### src/rtl/pipe_pkg.sv
// Payload types carried by the pipeline-register stages between core pipeline boundaries.
package pipe_pkg;

   typedef struct packed {
      logic [63:0] alu_result;
      logic [63:0] read_data;
      logic [4:0]  rd;
      logic [63:0] pc_plus4;
      logic        reg_write;
      logic [1:0]  result_src;
   } mw_payload_t;

   localparam int MW_PAYLOAD_W = $bits(mw_payload_t);

   // Entries one stage can hold: one main register per slot, plus one skid register when enabled.
   function automatic int stage_capacity(input int depth, input int skid);
      return depth * ((skid != 0) ? 2 : 1);
   endfunction

endpackage

### src/rtl/pipe_slot.sv
// One valid/ready register slot, 1-cycle latency; SKID=1 adds a skid entry so up_rdy comes from a flop.
// rst or flush masks both handshakes in the cycle they are asserted.
module pipe_slot #(
   parameter int DATA_W = 8,
   parameter int SKID   = 0
) (
   input  logic              clk,
   input  logic              rst,
   input  logic              flush,
   input  logic              up_vld,
   output logic              up_rdy,
   input  logic [DATA_W-1:0] up_dat,
   output logic              dn_vld,
   input  logic              dn_rdy,
   output logic [DATA_W-1:0] dn_dat,
   output logic [1:0]        occ
);

   logic              valid_q, valid_d;
   logic              skid_valid_q, skid_valid_d;
   logic [DATA_W-1:0] data_q, data_d;
   logic [DATA_W-1:0] skid_data_q, skid_data_d;
   logic              kill;
   logic              push;
   logic              pop;

   assign kill   = rst | flush;
   assign up_rdy = ~kill & ((SKID != 0) ? ~skid_valid_q : (~valid_q | dn_rdy));
   assign dn_vld = valid_q & ~kill;
   assign dn_dat = data_q;
   assign push   = up_vld & up_rdy;
   assign pop    = dn_vld & dn_rdy;
   assign occ    = {1'b0, valid_q} + {1'b0, skid_valid_q};

   always_comb begin
      valid_d      = valid_q;
      data_d       = data_q;
      skid_valid_d = skid_valid_q;
      skid_data_d  = skid_data_q;
      if (flush) begin
         valid_d      = 1'b0;
         skid_valid_d = 1'b0;
      end else if (skid_valid_q) begin
         // up_rdy is low here, so the parked beat refills main before anything new is taken.
         if (pop) begin
            data_d       = skid_data_q;
            skid_valid_d = 1'b0;
         end
      end else if (push) begin
         if (SKID == 0 || !valid_q || pop) begin
            valid_d = 1'b1;
            data_d  = up_dat;
         end else begin
            skid_valid_d = 1'b1;
            skid_data_d  = up_dat;
         end
      end else if (pop) begin
         valid_d = 1'b0;
      end
   end

   always_ff @(posedge clk) begin
      if (rst) begin
         valid_q      <= 1'b0;
         data_q       <= '0;
         skid_valid_q <= 1'b0;
         skid_data_q  <= '0;
      end else begin
         valid_q      <= valid_d;
         data_q       <= data_d;
         skid_valid_q <= skid_valid_d;
         skid_data_q  <= skid_data_d;
      end
   end

endmodule

### src/rtl/pipe_stage_hs.sv
// DEPTH chained pipe_slot registers carrying an opaque payload; latency DEPTH cycles, 1 beat/cycle.
// Backpressure ripples combinationally per slot when SKID=0, is cut by a registered ready when SKID=1.
module pipe_stage_hs
   import pipe_pkg::*;
#(
   parameter int DATA_W = MW_PAYLOAD_W,
   parameter int DEPTH  = 1,
   parameter int SKID   = 0,
   parameter int CNT_W  = $clog2(stage_capacity(DEPTH, SKID) + 1)
) (
   input  logic              clk,
   input  logic              rst,
   input  logic              flush,
   input  logic              in_valid,
   output logic              in_ready,
   input  logic [DATA_W-1:0] in_data,
   output logic              out_valid,
   input  logic              out_ready,
   output logic [DATA_W-1:0] out_data,
   output logic [CNT_W-1:0]  occupancy
);

   // Each slot owns its link signals so the ready chain never loops through one shared array.
   for (genvar i = 0; i < DEPTH; i++) begin : g_slot
      logic              up_vld;
      logic              up_rdy;
      logic [DATA_W-1:0] up_dat;
      logic              dn_vld;
      logic              dn_rdy;
      logic [DATA_W-1:0] dn_dat;
      logic [1:0]        slot_occ;
      logic [CNT_W-1:0]  occ_acc;

      if (i == 0) begin : g_head
         assign up_vld  = in_valid;
         assign up_dat  = in_data;
         assign occ_acc = CNT_W'(slot_occ);
      end else begin : g_link
         assign up_vld  = g_slot[i-1].dn_vld;
         assign up_dat  = g_slot[i-1].dn_dat;
         assign occ_acc = g_slot[i-1].occ_acc + CNT_W'(slot_occ);
      end

      if (i == DEPTH - 1) begin : g_tail
         assign dn_rdy = out_ready;
      end else begin : g_next
         assign dn_rdy = g_slot[i+1].up_rdy;
      end

      pipe_slot #(
         .DATA_W (DATA_W),
         .SKID   (SKID)
      ) u_slot (
         .clk    (clk),
         .rst    (rst),
         .flush  (flush),
         .up_vld (up_vld),
         .up_rdy (up_rdy),
         .up_dat (up_dat),
         .dn_vld (dn_vld),
         .dn_rdy (dn_rdy),
         .dn_dat (dn_dat),
         .occ    (slot_occ)
      );
   end

   assign in_ready  = g_slot[0].up_rdy;
   assign out_valid = g_slot[DEPTH-1].dn_vld;
   assign out_data  = g_slot[DEPTH-1].dn_dat;
   assign occupancy = g_slot[DEPTH-1].occ_acc;

endmodule

### config.mk
export PLATFORM = sky130hd
export DESIGN_NAME = pipe_stage_hs
export DESIGN_NICKNAME = d
export VERILOG_FILES = /design/src/rtl/pipe_pkg.sv /design/src/rtl/pipe_slot.sv /design/src/rtl/pipe_stage_hs.sv
export SDC_FILE = /design/constraint.sdc
export NUM_CORES = 1
export LEC_CHECK = 0
export BUFFER_PORTS_ARGS = -buffer_cell sky130_fd_sc_hd__buf_2
export CAP_MARGIN = 20
export CORE_AREA = 2 2 160 162
export CTS_BUF_LIST = sky130_fd_sc_hd__clkbuf_2
export DETAILED_ROUTE_END_ITERATION = 8
export DIE_AREA = 0 0 162 164
export PLACE_DENSITY = 0.6
export SYNTH_ARGS = -nofsm -noshare
export SYNTH_HDL_FRONTEND = slang
export SYNTH_SLANG_ARGS = --single-unit
### constraint.sdc
create_clock -name clk -period 1.7 [get_ports clk]
set_clock_uncertainty 0.05 [all_clocks]
set_input_delay 0.34 -clock clk [delete_from_list [all_inputs] [get_ports clk]]
set_output_delay 0.34 -clock clk [all_outputs]
set_load 0.005 [all_outputs]
# Yosys cells after proc, flatten, opt, wreduce, memory -nomap -nowiden
# Cells that the tools add are included.
[classes] add_sub_neg=1 multipliers=0 n_div=0 n_lt_le_gt_ge=0 eq_ne=1 shift=0 n_mux=6 bitwise=10 n_reduce_logical=6
[op_table] operator="200-bit 2-to-1 mux" count=3
[op_table] operator="1-bit AND" count=4
[op_table] operator="1-bit NOT" count=4
[op_table] operator="2-bit nonzero test" count=2
[op_table] operator="1-bit 2-to-1 mux" count=3
[op_table] operator="3-bit AND reduction" count=1
[op_table] operator="3-bit OR reduction" count=1
[op_table] operator="2-bit inequality test (second input constant)" count=1
[op_table] operator="1-bit OR" count=2
[op_table] operator="2-bit AND reduction" count=1
[op_table] operator="2-bit OR reduction" count=1
[op_table] operator="1-bit adder" count=1
[word_totals] reg_bits=202 latch_bits=0 ram_bits=0 mem_bits_ro=0 inputBits=205 out_inout_bits=203 elab_cells=27 memories=0

# Logic depth before layout (Yosys ltp)
# Gate-level depths: netlist of run 1.
[logic_depth] ltp_word=6 ltp_mapped=5

# Worst setup path before layout of run 1
# OpenSTA, ideal clock, no wires.
[synth_timing] path_type="flip-flop to flip-flop" from="reg g_slot[0].u_slot.skid_valid_q" to="reg g_slot[0].u_slot.data_q[0]" setup_ps=57 arrival_time_ps=1376 slack_ps=217 stages_incl_launch_ff=6 synth_period_minus_slack_ps=1483 path_cell_list="dfxtp_1 mux2_4 a31oi_4 buf_12 buf_12 a22o_2"
[synth_between] elab_chain_len=2 word_cells_on_any_way=4
[synth_lines] item="from (decl)" line_no="pipe_slot.sv:20" source="logic skid_valid_q, skid_valid_d;"
[synth_lines] item="from (signal assigned)" line_no="pipe_slot.sv:71" source="skid_valid_q <= skid_valid_d;"
[synth_lines] item="2-bit inequality test (no source line) or 2-bit nonzero test (tied branches)"
[synth_lines] item="3-bit AND reduction (no source line)"
[synth_lines] item="to (signal assigned)" line_no="pipe_slot.sv:70" source="data_q <= data_d;"
[synth_lines] item="to (decl)" line_no="pipe_slot.sv:21" source="logic [DATA_W-1:0] data_q, data_d;"
# Several ways; a longest one is shown, not always the timed one.
# A chain may end at the register's enable or synchronous reset.

# Worst setup path in the final report of run 1
[layout_timing] from="reg g_slot[0].u_slot.skid_valid_q" to="out occupancy"
[layout_between] elab_chain_len=1
[layout_lines] item="1-bit adder" line_no="pipe_slot.sv:33" source="assign occ = {1'b0, valid_q} + {1'b0, skid_valid_q};"
[layout_lines] item="to (decl)" line_no="pipe_stage_hs.sv:20" source="output logic [CNT_W-1:0] occupancy"
# Every way passes these cells.

==> results of run 1 <==
## flip-flops by register name, summed over array words and instances, names as in the netlist
name and flops:
g_slot.u_slot.dn_dat 200, g_slot.u_slot.skid_valid_q 1, g_slot.u_slot.valid_q 1
## layout make-up
cell class / count / area, sq um
tap: 330 / 413
antenna: 1 / 2.50
inverter: 1 / 3.75
timing repair buffer: 757 / 6440
multi-input combinational: 212 / 2720
sequential: 202 / 4300
clock inverter: 7 / 27.5
fill: 1906 / 10500
clock buffer: 80 / 400
## metal layers
metal,vias to the layer above,global-route usage [%]
li1,3361,-
met1,3455,20.7
met2,412,30.4
met3,61,5.23
met4,0,6.44
met5,-,0
## power by group
part	internal, mW	switching, mW
Sequential	5.01	0.182
Combinational	1.43	0.750
Clock	1.22	2.03
## cells by family (layout without fill, tap and decap cells)
kind of cell	Yosys count	after routing	synth area share (%)
multiplexers	1	1	0.222
other	0	1	0
AO/OA/AOI/OAI	203	203	29.8
AND/OR/NAND/NOR	7	7	0.630
buffers and inverters	45	845	9.25
flip-flops	202	202	59.9
XOR/XNOR	1	1	0.130
## how the worst max path moves through the flow
stage,start,endpoint,depth (start not counted)
finish,g_slot[0].u_slot.skid_valid_q$_SDFF_PP0_,occupancy,3
global route,g_slot[0].u_slot.skid_valid_q$_SDFF_PP0_,occupancy,3
CTS,g_slot[0].u_slot.skid_valid_q$_SDFF_PP0_,occupancy,3
detailed placement,out_ready,g_slot[0].u_slot.dn_dat[54]$_SDFFE_PP0P_,6
global placement,in_valid,g_slot[0].u_slot.dn_dat[109]$_SDFFE_PP0P_,6
floorplan,g_slot[0].u_slot.skid_valid_q$_SDFF_PP0_,g_slot[0].u_slot.dn_dat[0]$_SDFFE_PP0P_,5
## worst min-delay path, cell delays in order
cell and delay, ps:
sky130_fd_sc_hd__buf_2 120, sky130_fd_sc_hd__and4b_4 210, sky130_fd_sc_hd__buf_4 170, sky130_fd_sc_hd__a21o_1 160
## repair_timing
item                                    CTS  global route
gates resized for setup                 202           227
hold endpoints to repair                202             0
hold buffers                            204             0
buffers inserted                         34            54
gates cloned                              0            17
endpoints found under the setup margin  151           285
pin swaps                                 2             1
## per-stage QoR
step / setup TNS (ps) / hold WS [ps]
after floorplan: 0 / 382
after global routing: -15810 / 128
after CTS: -1380 / 72.7
after global placement: 0 / 403
final: -2510 / 232
after detailed placement: 0 / 399
## synthesized netlist by cell type, types with 2 or more instances
cell type and count:
sky130_fd_sc_hd__nand2b_1 2, sky130_fd_sc_hd__and2_1 2, sky130_fd_sc_hd__a22o_1 19, sky130_fd_sc_hd__buf_6 11, sky130_fd_sc_hd__a22o_2 181, sky130_fd_sc_hd__buf_12 22
sky130_fd_sc_hd__buf_2 9, sky130_fd_sc_hd__dfxtp_1 202
==> report_table.html, run 1 <==
<table>
<tr><th>Metric</th><th>Value</th></tr>
<tr><th colspan="2">Run status</th></tr>
<tr><td>Status</td><td>finished, violations left</td></tr>
<tr><td>Violated checks</td><td>setup timing</td></tr>
<tr><th colspan="2">Critical path</th></tr>
<tr><td>Worst R2R Setup Slack</td><td>-70 ps</td></tr>
<tr><td>Worst Path Buf+Inv</td><td>2</td></tr>
<tr><td>Worst Path Max Fanout</td><td>2</td></tr>
<tr><td>Cell with the biggest individual delay on the critical path</td><td>sky130_fd_sc_hd__dfxtp_2</td></tr>
<tr><td>Required time at the endpoint of the critical path</td><td>about 1300 ps</td></tr>
<tr><td>Arrival time of the worst setup path</td><td>~1500 ps</td></tr>
<tr><td>Startpoint Class</td><td>flip-flop</td></tr>
<tr><td>Critical path capture point type</td><td>output port</td></tr>
<tr><td>Delay of the slowest cell on the worst path</td><td>approximately 340 ps</td></tr>
<tr><td>Worst setup path category</td><td>flip-flop to output port</td></tr>
<tr><td>FF-to-FF path depth</td><td>7</td></tr>
<tr><td>Critical-path cell list</td><td>buf_6 -&gt; xor2_1 -&gt; buf_2</td></tr>
<tr><td>Dominant delay contributor by cell family on the critical path</td><td>flip-flops</td></tr>
<tr><td>Destination of the worst register-to-register timing path</td><td>g_slot[0].u_slot.dn_dat[61]$_SDFFE_PP0P_</td></tr>
<tr><td>Origin of the critical flop-to-flop path</td><td>g_slot[0].u_slot.valid_q$_SDFFE_PP0P_</td></tr>
<tr><th colspan="2">Clocking</th></tr>
<tr><td>Number of buffers on the longest clock path</td><td>3</td></tr>
<tr><td>CTS clock-pin slew for the worst setup and hold paths</td><td>approximately 120 ps</td></tr>
<tr><td>Worst-skew pair later-pin latency</td><td>around 750 ps</td></tr>
<tr><td>TritonCTS Buffers</td><td>53</td></tr>
<tr><td>CTS Root Cell</td><td>sky130_fd_sc_hd__clkbuf_2</td></tr>
<tr><td>Clock tree from TritonCTS</td><td>done</td></tr>
<tr><td>Clock Sinks</td><td>about 200</td></tr>
<tr><td>H-tree depth</td><td>2</td></tr>
<tr><th colspan="2">Placement</th></tr>
<tr><td>Placed cell areas</td><td>a little over 9000 sq um</td></tr>
<tr><td>Setup WS pre-CTS</td><td>14.1 ps</td></tr>
<tr><td>Count of input and output buffers</td><td>407</td></tr>
<tr><td>Detail Placement HPWL</td><td>15.1 mm</td></tr>
<tr><td>Post-placement cell count</td><td>between 1000 and 1500</td></tr>
<tr><td>Final weighted congestion of routability-driven global placement</td><td>~0.75</td></tr>
<tr><th colspan="2">Cells and area</th></tr>
<tr><td>Most used cells in the layout excluding fill and tap cells</td><td>sky130_fd_sc_hd__buf_2 (288), sky130_fd_sc_hd__dlygate4sd3_1 (204), sky130_fd_sc_hd__dfxtp_2 (198)</td></tr>
<tr><td>Most frequent standard cell in the layout excluding fill and tap cells</td><td>sky130_fd_sc_hd__buf_2</td></tr>
<tr><td>Fraction of final layout cells sized beyond drive strength 1</td><td>81.2%</td></tr>
<tr><td>Share of the core filled with cells</td><td>between 50% and 60%</td></tr>
<tr><td>Number of nets in the final layout</td><td>1432</td></tr>
<tr><td>Area growth from synthesis to layout</td><td>112%</td></tr>
<tr><td>Final instance count without filler cells</td><td>roughly 1600</td></tr>
<tr><td>Final cell area excluding filler cells</td><td>14300 sq um</td></tr>
<tr><th colspan="2">Routing</th></tr>
<tr><td>Ratio of routed vias to standard cells</td><td>between 4 and 5</td></tr>
<tr><td>Antenna Nets Post-Route</td><td>0</td></tr>
<tr><td>Wire length on met1</td><td>12.0 mm</td></tr>
<tr><td>Number of search-and-repair iterations in the first detailed-routing pass</td><td>4</td></tr>
<tr><td>Routed wire length on met2</td><td>15.5 mm</td></tr>
<tr><td>Final wirelength</td><td>30.7 mm</td></tr>
<tr><td>Met3 wire len</td><td>roughly 2.4 mm</td></tr>
<tr><td>Total DRC errors in the routed layout</td><td>0</td></tr>
<tr><td>Max layer used</td><td>met4</td></tr>
<tr><td>Detailed router's first-iteration violation count</td><td>between 300 and 400</td></tr>
<tr><td>Average wire length per cell after detail routing</td><td>between 15 and 20 um</td></tr>
<tr><td>Total number of vias</td><td>7289</td></tr>
<tr><th colspan="2">Power</th></tr>
<tr><td>Total Power</td><td>around 11 mW</td></tr>
<tr><td>Leak Pwr</td><td>a little over 7 nW</td></tr>
<tr><td>Worst vdd ir</td><td>about 0.00049 V</td></tr>
<tr><td>Power density over cell area</td><td>between 700 and 800 nW/um^2</td></tr>
<tr><th colspan="2">Timing</th></tr>
<tr><td>RSZ-0062 raised after global routing</td><td>true</td></tr>
<tr><td>Fin. max-slew vios</td><td>0</td></tr>
<tr><td>Tightest slew margin relative to the limit</td><td>about three quarters</td></tr>
<tr><td>Crit path setup slack, layout</td><td>-153 ps</td></tr>
<tr><td>Slew of the pin with the lowest slew margin</td><td>between 300 and 400 ps</td></tr>
<tr><td>Number of setup violations in the final report</td><td>between 90 and 100</td></tr>
<tr><td>Portion of the clock cycle consumed by the worst path in the final layout</td><td>109%</td></tr>
<tr><td>FMAX</td><td>about 540 MHz</td></tr>
<tr><td>Count of endpoints failing hold in the final timing report</td><td>0</td></tr>
<tr><td>Shortest clock period the worst path allows after layout</td><td>between 1500 and 2000 ps</td></tr>
<tr><th colspan="2">Synthesis</th></tr>
<tr><td>Post-synth top area cell</td><td>sky130_fd_sc_hd__dfxtp_1</td></tr>
<tr><td>Dominant register cell in the synthesized netlist</td><td>sky130_fd_sc_hd__dfxtp_1</td></tr>
<tr><td>Sequential area share after synthesis</td><td>approximately 60%</td></tr>
<tr><td>Average cell area after synthesis</td><td>~15 sq um</td></tr>
<tr><td>Proportion of netlist area held by the largest area contributor</td><td>around 60%</td></tr>
<tr><td>Total standard cell area after synthesis</td><td>6750 sq um</td></tr>
<tr><td>Distinct cell type count of the synthesized netlist</td><td>19</td></tr>
<tr><td>EDFF count, synth</td><td>0</td></tr>
<tr><td>Synthesis-stage register bit count</td><td>~200</td></tr>
<tr><td>Synth warnings</td><td>0</td></tr>
<tr><td>Net count after synthesis</td><td>664</td></tr>
<tr><td>Main area contributors after synthesis</td><td>sky130_fd_sc_hd__dfxtp_1 (60%), sky130_fd_sc_hd__a22o_2 (27%), sky130_fd_sc_hd__buf_12 (6.5%), sky130_fd_sc_hd__a22o_1 (2.5%), sky130_fd_sc_hd__buf_6 (1.8%)</td></tr>
<tr><td>Async set-or-reset flop fraction in the synthesized netlist</td><td>0%</td></tr>
<tr><td>Number of standard cells after synthesis</td><td>459</td></tr>
<tr><th colspan="2">Global routing</th></tr>
<tr><td>Overflow left after global routing</td><td>0</td></tr>
<tr><td>GRT Util Overall</td><td>~18%</td></tr>
<tr><td>Wire length of the first global-routing pass</td><td>37.4 mm</td></tr>
<tr><td>Antenna violations before repair</td><td>1</td></tr>
<tr><td>Pin count of the biggest net entering global routing</td><td>28</td></tr>
<tr><td>Number of global-route vias before repair</td><td>7093</td></tr>
<tr><th colspan="2">Die</th></tr>
<tr><td>Rows</td><td>58</td></tr>
<tr><td>Die width</td><td>162 um</td></tr>
<tr><td>Initial Util</td><td>between 20 and 30%</td></tr>
<tr><td>Die Y</td><td>about 160 um</td></tr>
<tr><td>Total core area</td><td>between 20000 and 25000 sq um</td></tr>
<tr><td>Boundary pin count</td><td>408</td></tr>
<tr><td>Area enclosed by the die boundary</td><td>between 20000 and 30000 sq um</td></tr>
<tr><th colspan="2">Hold path</th></tr>
<tr><td>Worst hold path cell count</td><td>4</td></tr>
<tr><td>Min-Delay Path Class</td><td>input pin to flip-flop</td></tr>
<tr><td>Worst Hold Path EP</td><td>g_slot[0].u_slot.valid_q$_SDFFE_PP0P_</td></tr>
<tr><td>Hold Path Origin</td><td>in_valid</td></tr>
<tr><th colspan="2">Run</th></tr>
<tr><td>Total of max-cap violations</td><td>0</td></tr>
</table>
(Power assumes the default switching activity.)
==> inputs of run 2 (changes only) <==
Settings changed: ABC_AREA set to 1, CORE_AREA 2 2 160 162 to 2 2 158 160, DIE_AREA 0 0 162 164 to 0 0 160 162, PLACE_DENSITY 0.6 to 0.69.
==> run 2 against run 1 <==
  * Final cell count up 21%
  * Worst setup slack better by 0.75 ps
  * The flow still finishes with violations (setup timing)
  * Largest cell class unchanged
  * Synthesized cell count up 93%
  * Routed wire length up 6.1%
  * Largest power group unchanged
  * Global-route usage up 4.6 points
==> report_table.html, run 2 <==
<table>
<tr><th>Metric</th><th>Value</th></tr>
<tr><th colspan="2">Die</th></tr>
<tr><td>Initial Util</td><td>between 30% and 40%</td></tr>
<tr><td>Rows</td><td>57</td></tr>
<tr><td>Die width</td><td>approximately 160 um</td></tr>
<tr><td>Area enclosed by the die boundary</td><td>about 26000 sq um</td></tr>
<tr><td>Die Y</td><td>approximately 160 um</td></tr>
<tr><td>Total core area</td><td>about 24000 sq um</td></tr>
<tr><td>Boundary pin count</td><td>about 410</td></tr>
<tr><th colspan="2">Synthesis</th></tr>
<tr><td>Distinct cell type count of the synthesized netlist</td><td>18</td></tr>
<tr><td>EDFF count, synth</td><td>0</td></tr>
<tr><td>Leading cell types by count after synthesis</td><td>sky130_fd_sc_hd__nand2_1 (203), sky130_fd_sc_hd__dfxtp_1 (202), sky130_fd_sc_hd__a21oi_2 (200), sky130_fd_sc_hd__nand2_2 (200)</td></tr>
<tr><td>Net count after synthesis</td><td>roughly 1100</td></tr>
<tr><td>Proportion of netlist area held by the largest area contributor</td><td>47.2%</td></tr>
<tr><td>Post-synth top area cell</td><td>sky130_fd_sc_hd__dfxtp_1</td></tr>
<tr><td>Synth warnings</td><td>0</td></tr>
<tr><td>Area share of fa/ha/maj cells after synthesis</td><td>0%</td></tr>
<tr><td>Total standard cell area after synthesis</td><td>about 8600 sq um</td></tr>
<tr><td>Synth Area in Simple Gates</td><td>approximately 24%</td></tr>
<tr><td>Synthesis-stage register bit count</td><td>a little over 200</td></tr>
<tr><td>Dominant cell by count in the synthesized netlist</td><td>sky130_fd_sc_hd__nand2_1</td></tr>
<tr><td>Main area contributors after synthesis</td><td>sky130_fd_sc_hd__dfxtp_1 (47%), sky130_fd_sc_hd__a21oi_2 (20%), sky130_fd_sc_hd__nand2_2 (15%), sky130_fd_sc_hd__nand2_1 (8.9%), sky130_fd_sc_hd__buf_12 (5.1%)</td></tr>
<tr><td>Sequential area share after synthesis</td><td>a little under half</td></tr>
<tr><td>Number of standard cells after synthesis</td><td>888</td></tr>
<tr><td>Async set-or-reset flop fraction in the synthesized netlist</td><td>0%</td></tr>
<tr><td>Synth Area in XOR/XNOR</td><td>less than 1%</td></tr>
<tr><td>Proportion of synthesized area in mux cells</td><td>0%</td></tr>
<tr><td>Largest family of logic cells by synthesized area</td><td>simple AND/OR/NAND/NOR gates</td></tr>
<tr><td>Synth Area in Compound Gates</td><td>between 20% and 30%</td></tr>
<tr><td>Average cell area after synthesis</td><td>9.64 sq um</td></tr>
<tr><td>Dominant register cell in the synthesized netlist</td><td>sky130_fd_sc_hd__dfxtp_1</td></tr>
<tr><th colspan="2">Cells and area</th></tr>
<tr><td>Fraction of final layout cells sized beyond drive strength 1</td><td>~74%</td></tr>
<tr><td>Share of the core filled with cells</td><td>61.9%</td></tr>
<tr><td>Filler instances</td><td>between 1500 and 2000</td></tr>
<tr><td>Final cell area excluding filler cells</td><td>between 10000 and 15000 sq um</td></tr>
<tr><td>Number of flip-flops under the largest register name</td><td>200</td></tr>
<tr><td>Footprint of the flip-flops and latches</td><td>around 4300 sq um</td></tr>
<tr><td>Most frequent standard cell in the layout excluding fill and tap cells</td><td>sky130_fd_sc_hd__buf_2</td></tr>
<tr><td>Number of nets in the final layout</td><td>1772</td></tr>
<tr><td>Area taken by multi-input logic gates</td><td>~3900 sq um</td></tr>
<tr><td>Most used cells in the layout excluding fill and tap cells</td><td>sky130_fd_sc_hd__buf_2 (268), sky130_fd_sc_hd__dlygate4sd3_1 (207), sky130_fd_sc_hd__nand2_1 (203)</td></tr>
<tr><td>Area growth from synthesis to layout</td><td>74.2%</td></tr>
<tr><td>Final instance count without filler cells</td><td>around 1900</td></tr>
<tr><th colspan="2">Timing</th></tr>
<tr><td>Fin. max-slew vios</td><td>0</td></tr>
<tr><td>Setup Total Neg Slack</td><td>-411 ps</td></tr>
<tr><td>FMAX</td><td>between 500 and 600 MHz</td></tr>
<tr><td>Post-route worst hold slack</td><td>about 220 ps</td></tr>
<tr><td>Slew of the pin with the lowest slew margin</td><td>between 500 and 600 ps</td></tr>
<tr><td>RSZ-0062 raised after global routing</td><td>true</td></tr>
<tr><td>Count of endpoints failing hold in the final timing report</td><td>0</td></tr>
<tr><td>Shortest clock period the worst path allows after layout</td><td>1850 ps</td></tr>
<tr><td>Portion of the clock cycle consumed by the worst path in the final layout</td><td>109%</td></tr>
<tr><td>Number of setup violations in the final report</td><td>3</td></tr>
<tr><td>Tightest slew margin relative to the limit</td><td>a little over three fifths</td></tr>
<tr><td>Crit path setup slack, layout</td><td>-152 ps</td></tr>
<tr><th colspan="2">Run status</th></tr>
<tr><td>Status</td><td>finished, violations left</td></tr>
<tr><td>Violated checks</td><td>setup timing</td></tr>
<tr><th colspan="2">Critical path</th></tr>
<tr><td>Delay of the slowest cell on the worst path</td><td>between 300 and 400 ps</td></tr>
<tr><td>Worst setup path category</td><td>flip-flop to output port</td></tr>
<tr><td>Arrival time of the worst setup path</td><td>1460 ps</td></tr>
<tr><td>Critical-path cell list</td><td>xor2_2 -&gt; buf_2</td></tr>
<tr><td>Critical path capture point type</td><td>output port</td></tr>
<tr><td>Cell with the biggest individual delay on the critical path</td><td>sky130_fd_sc_hd__dfxtp_4</td></tr>
<tr><td>Required time at the endpoint of the critical path</td><td>1310 ps</td></tr>
<tr><td>Startpoint Class</td><td>flip-flop</td></tr>
<tr><td>Worst Path Max Fanout</td><td>5</td></tr>
<tr><th colspan="2">Global routing</th></tr>
<tr><td>Antenna violations before repair</td><td>2</td></tr>
<tr><td>Overflow left after global routing</td><td>0</td></tr>
<tr><td>Number of global-route vias before repair</td><td>a little over 9000</td></tr>
<tr><td>Pin count of the biggest net entering global routing</td><td>between 80 and 90</td></tr>
<tr><td>Wire length of the first global-routing pass</td><td>47.0 mm</td></tr>
<tr><td>GRT Util Overall</td><td>between 20% and 30%</td></tr>
<tr><th colspan="2">Hold path</th></tr>
<tr><td>Min-Delay Path Class</td><td>input pin to flip-flop</td></tr>
<tr><th colspan="2">Clocking</th></tr>
<tr><td>Number of buffers on the longest clock path</td><td>3</td></tr>
<tr><td>Worst-skew pair later-pin latency</td><td>slightly below 800 ps</td></tr>
<tr><td>CTS clock-pin slew for the worst setup and hold paths</td><td>about 90 ps</td></tr>
<tr><td>Clock tree from TritonCTS</td><td>done</td></tr>
<tr><td>TritonCTS Buffers</td><td>55</td></tr>
<tr><td>CTS Root Cell</td><td>sky130_fd_sc_hd__clkbuf_2</td></tr>
<tr><td>H-tree depth</td><td>2</td></tr>
<tr><td>Clock Sinks</td><td>around 200</td></tr>
<tr><th colspan="2">Placement</th></tr>
<tr><td>Final weighted congestion of routability-driven global placement</td><td>~0.83</td></tr>
<tr><td>Post-placement cell count</td><td>~1600</td></tr>
<tr><td>Placed cell areas</td><td>approximately 11000 sq um</td></tr>
<tr><td>Count of input and output buffers</td><td>around 400</td></tr>
<tr><td>Detail Placement HPWL</td><td>17.2 mm</td></tr>
<tr><td>Setup WS pre-CTS</td><td>just under 40 ps</td></tr>
<tr><th colspan="2">Routing</th></tr>
<tr><td>Final wirelength</td><td>32.5 mm</td></tr>
<tr><td>Antenna Nets Post-Route</td><td>0</td></tr>
<tr><td>Average wire length per cell after detail routing</td><td>roughly 17 um</td></tr>
<tr><td>Ratio of routed vias to standard cells</td><td>4.71</td></tr>
<tr><td>Total DRC errors in the routed layout</td><td>0</td></tr>
<tr><td>Detailed router's first-iteration violation count</td><td>between 600 and 700</td></tr>
<tr><td>Number of search-and-repair iterations in the first detailed-routing pass</td><td>7</td></tr>
<tr><td>Total number of vias</td><td>roughly 9100</td></tr>
<tr><th colspan="2">Power</th></tr>
<tr><td>Power density over cell area</td><td>between 600 and 700 nW/um^2</td></tr>
<tr><td>Total Power</td><td>slightly above 10 mW</td></tr>
<tr><td>Worst vdd ir</td><td>roughly 0.00046 V</td></tr>
<tr><td>Leak Pwr</td><td>6.21 nW</td></tr>
<tr><th colspan="2">Run</th></tr>
<tr><td>Total of max-cap violations</td><td>0</td></tr>
</table>
==> run 2: cells by family (layout without fill, tap and decap cells) <==
logic type                Yosys count  in the layout
other                               0              2
DFF                               202            202
buffers and inverters              72            789
AOI/OAI and AO/OA                 203            203
xor gates and xnor gates            1              1
and+or+nand+nor                   410            410
==> run 2: critical path: cells and delay by family, from the launching register on <==
family	cells	cell delay [ps]
xor gates and xnor gates	1	160
buffers and inverters	1	140
DFF	1	380
==> run 2: routing by layer <==
metal | global-route usage (%) | routed length [um] | up-vias | share of wire (%)
met5 | 0 | 0 | - | 0
met4 | 11.3 | 1510 | 0 | 4.6
li1 | - | - | 4225 | -
met3 | 6.77 | 2650 | 104 | 8.1
met1 | 24.0 | 12100 | 4283 | 37
met2 | 39.6 | 16300 | 485 | 50
==> run 2: final cells by class <==
class,count,area share (%)
antenna,2,0.0335
clock buffer,86,2.88
clock inverter,9,0.436
inverter,6,0.151
multi-input combinational,614,26.0
sequential,202,28.8
tap,324,2.72
timing repair buffer,688,38.9
==> run 2: path summary, 6_finish.rpt <==
path | start | endpoint | slack [ps] | cells past startpoint
max | g_slot[0].u_slot.valid_q$_SDFFE_PP0P_ | occupancy | -150 | 2
min | flush | g_slot[0].u_slot.dn_dat[136]$_SDFFE_PP0P_ | 220 | 6
max reg2reg | g_slot[0].u_slot.valid_q$_SDFFE_PP0P_ | g_slot[0].u_slot.dn_dat[17]$_SDFFE_PP0P_ | 60 | 7
min reg2reg | g_slot[0].u_slot.dn_dat[43]$_SDFFE_PP0P_ | g_slot[0].u_slot.dn_dat[43]$_SDFFE_PP0P_ | 420 | 2
==> run 2: power breakdown <==
group | leakage [nW] | switching, mW | internal (mW)
logic | 4.08 | 0.795 | 1.01
registers | 1.74 | 0.118 | 4.92
clock network | 0.396 | 2.08 | 1.47
total | 6.21 | 2.99 | 7.40
==> run 2: timing repair <==
item                                    CTS  global route
endpoints found under the hold margin   202             0
endpoints found under the setup margin  196           203
hold buffers                            207             0
pin swaps                                 1             1
buffers inserted                          9            31
gates resized for setup                 289            60
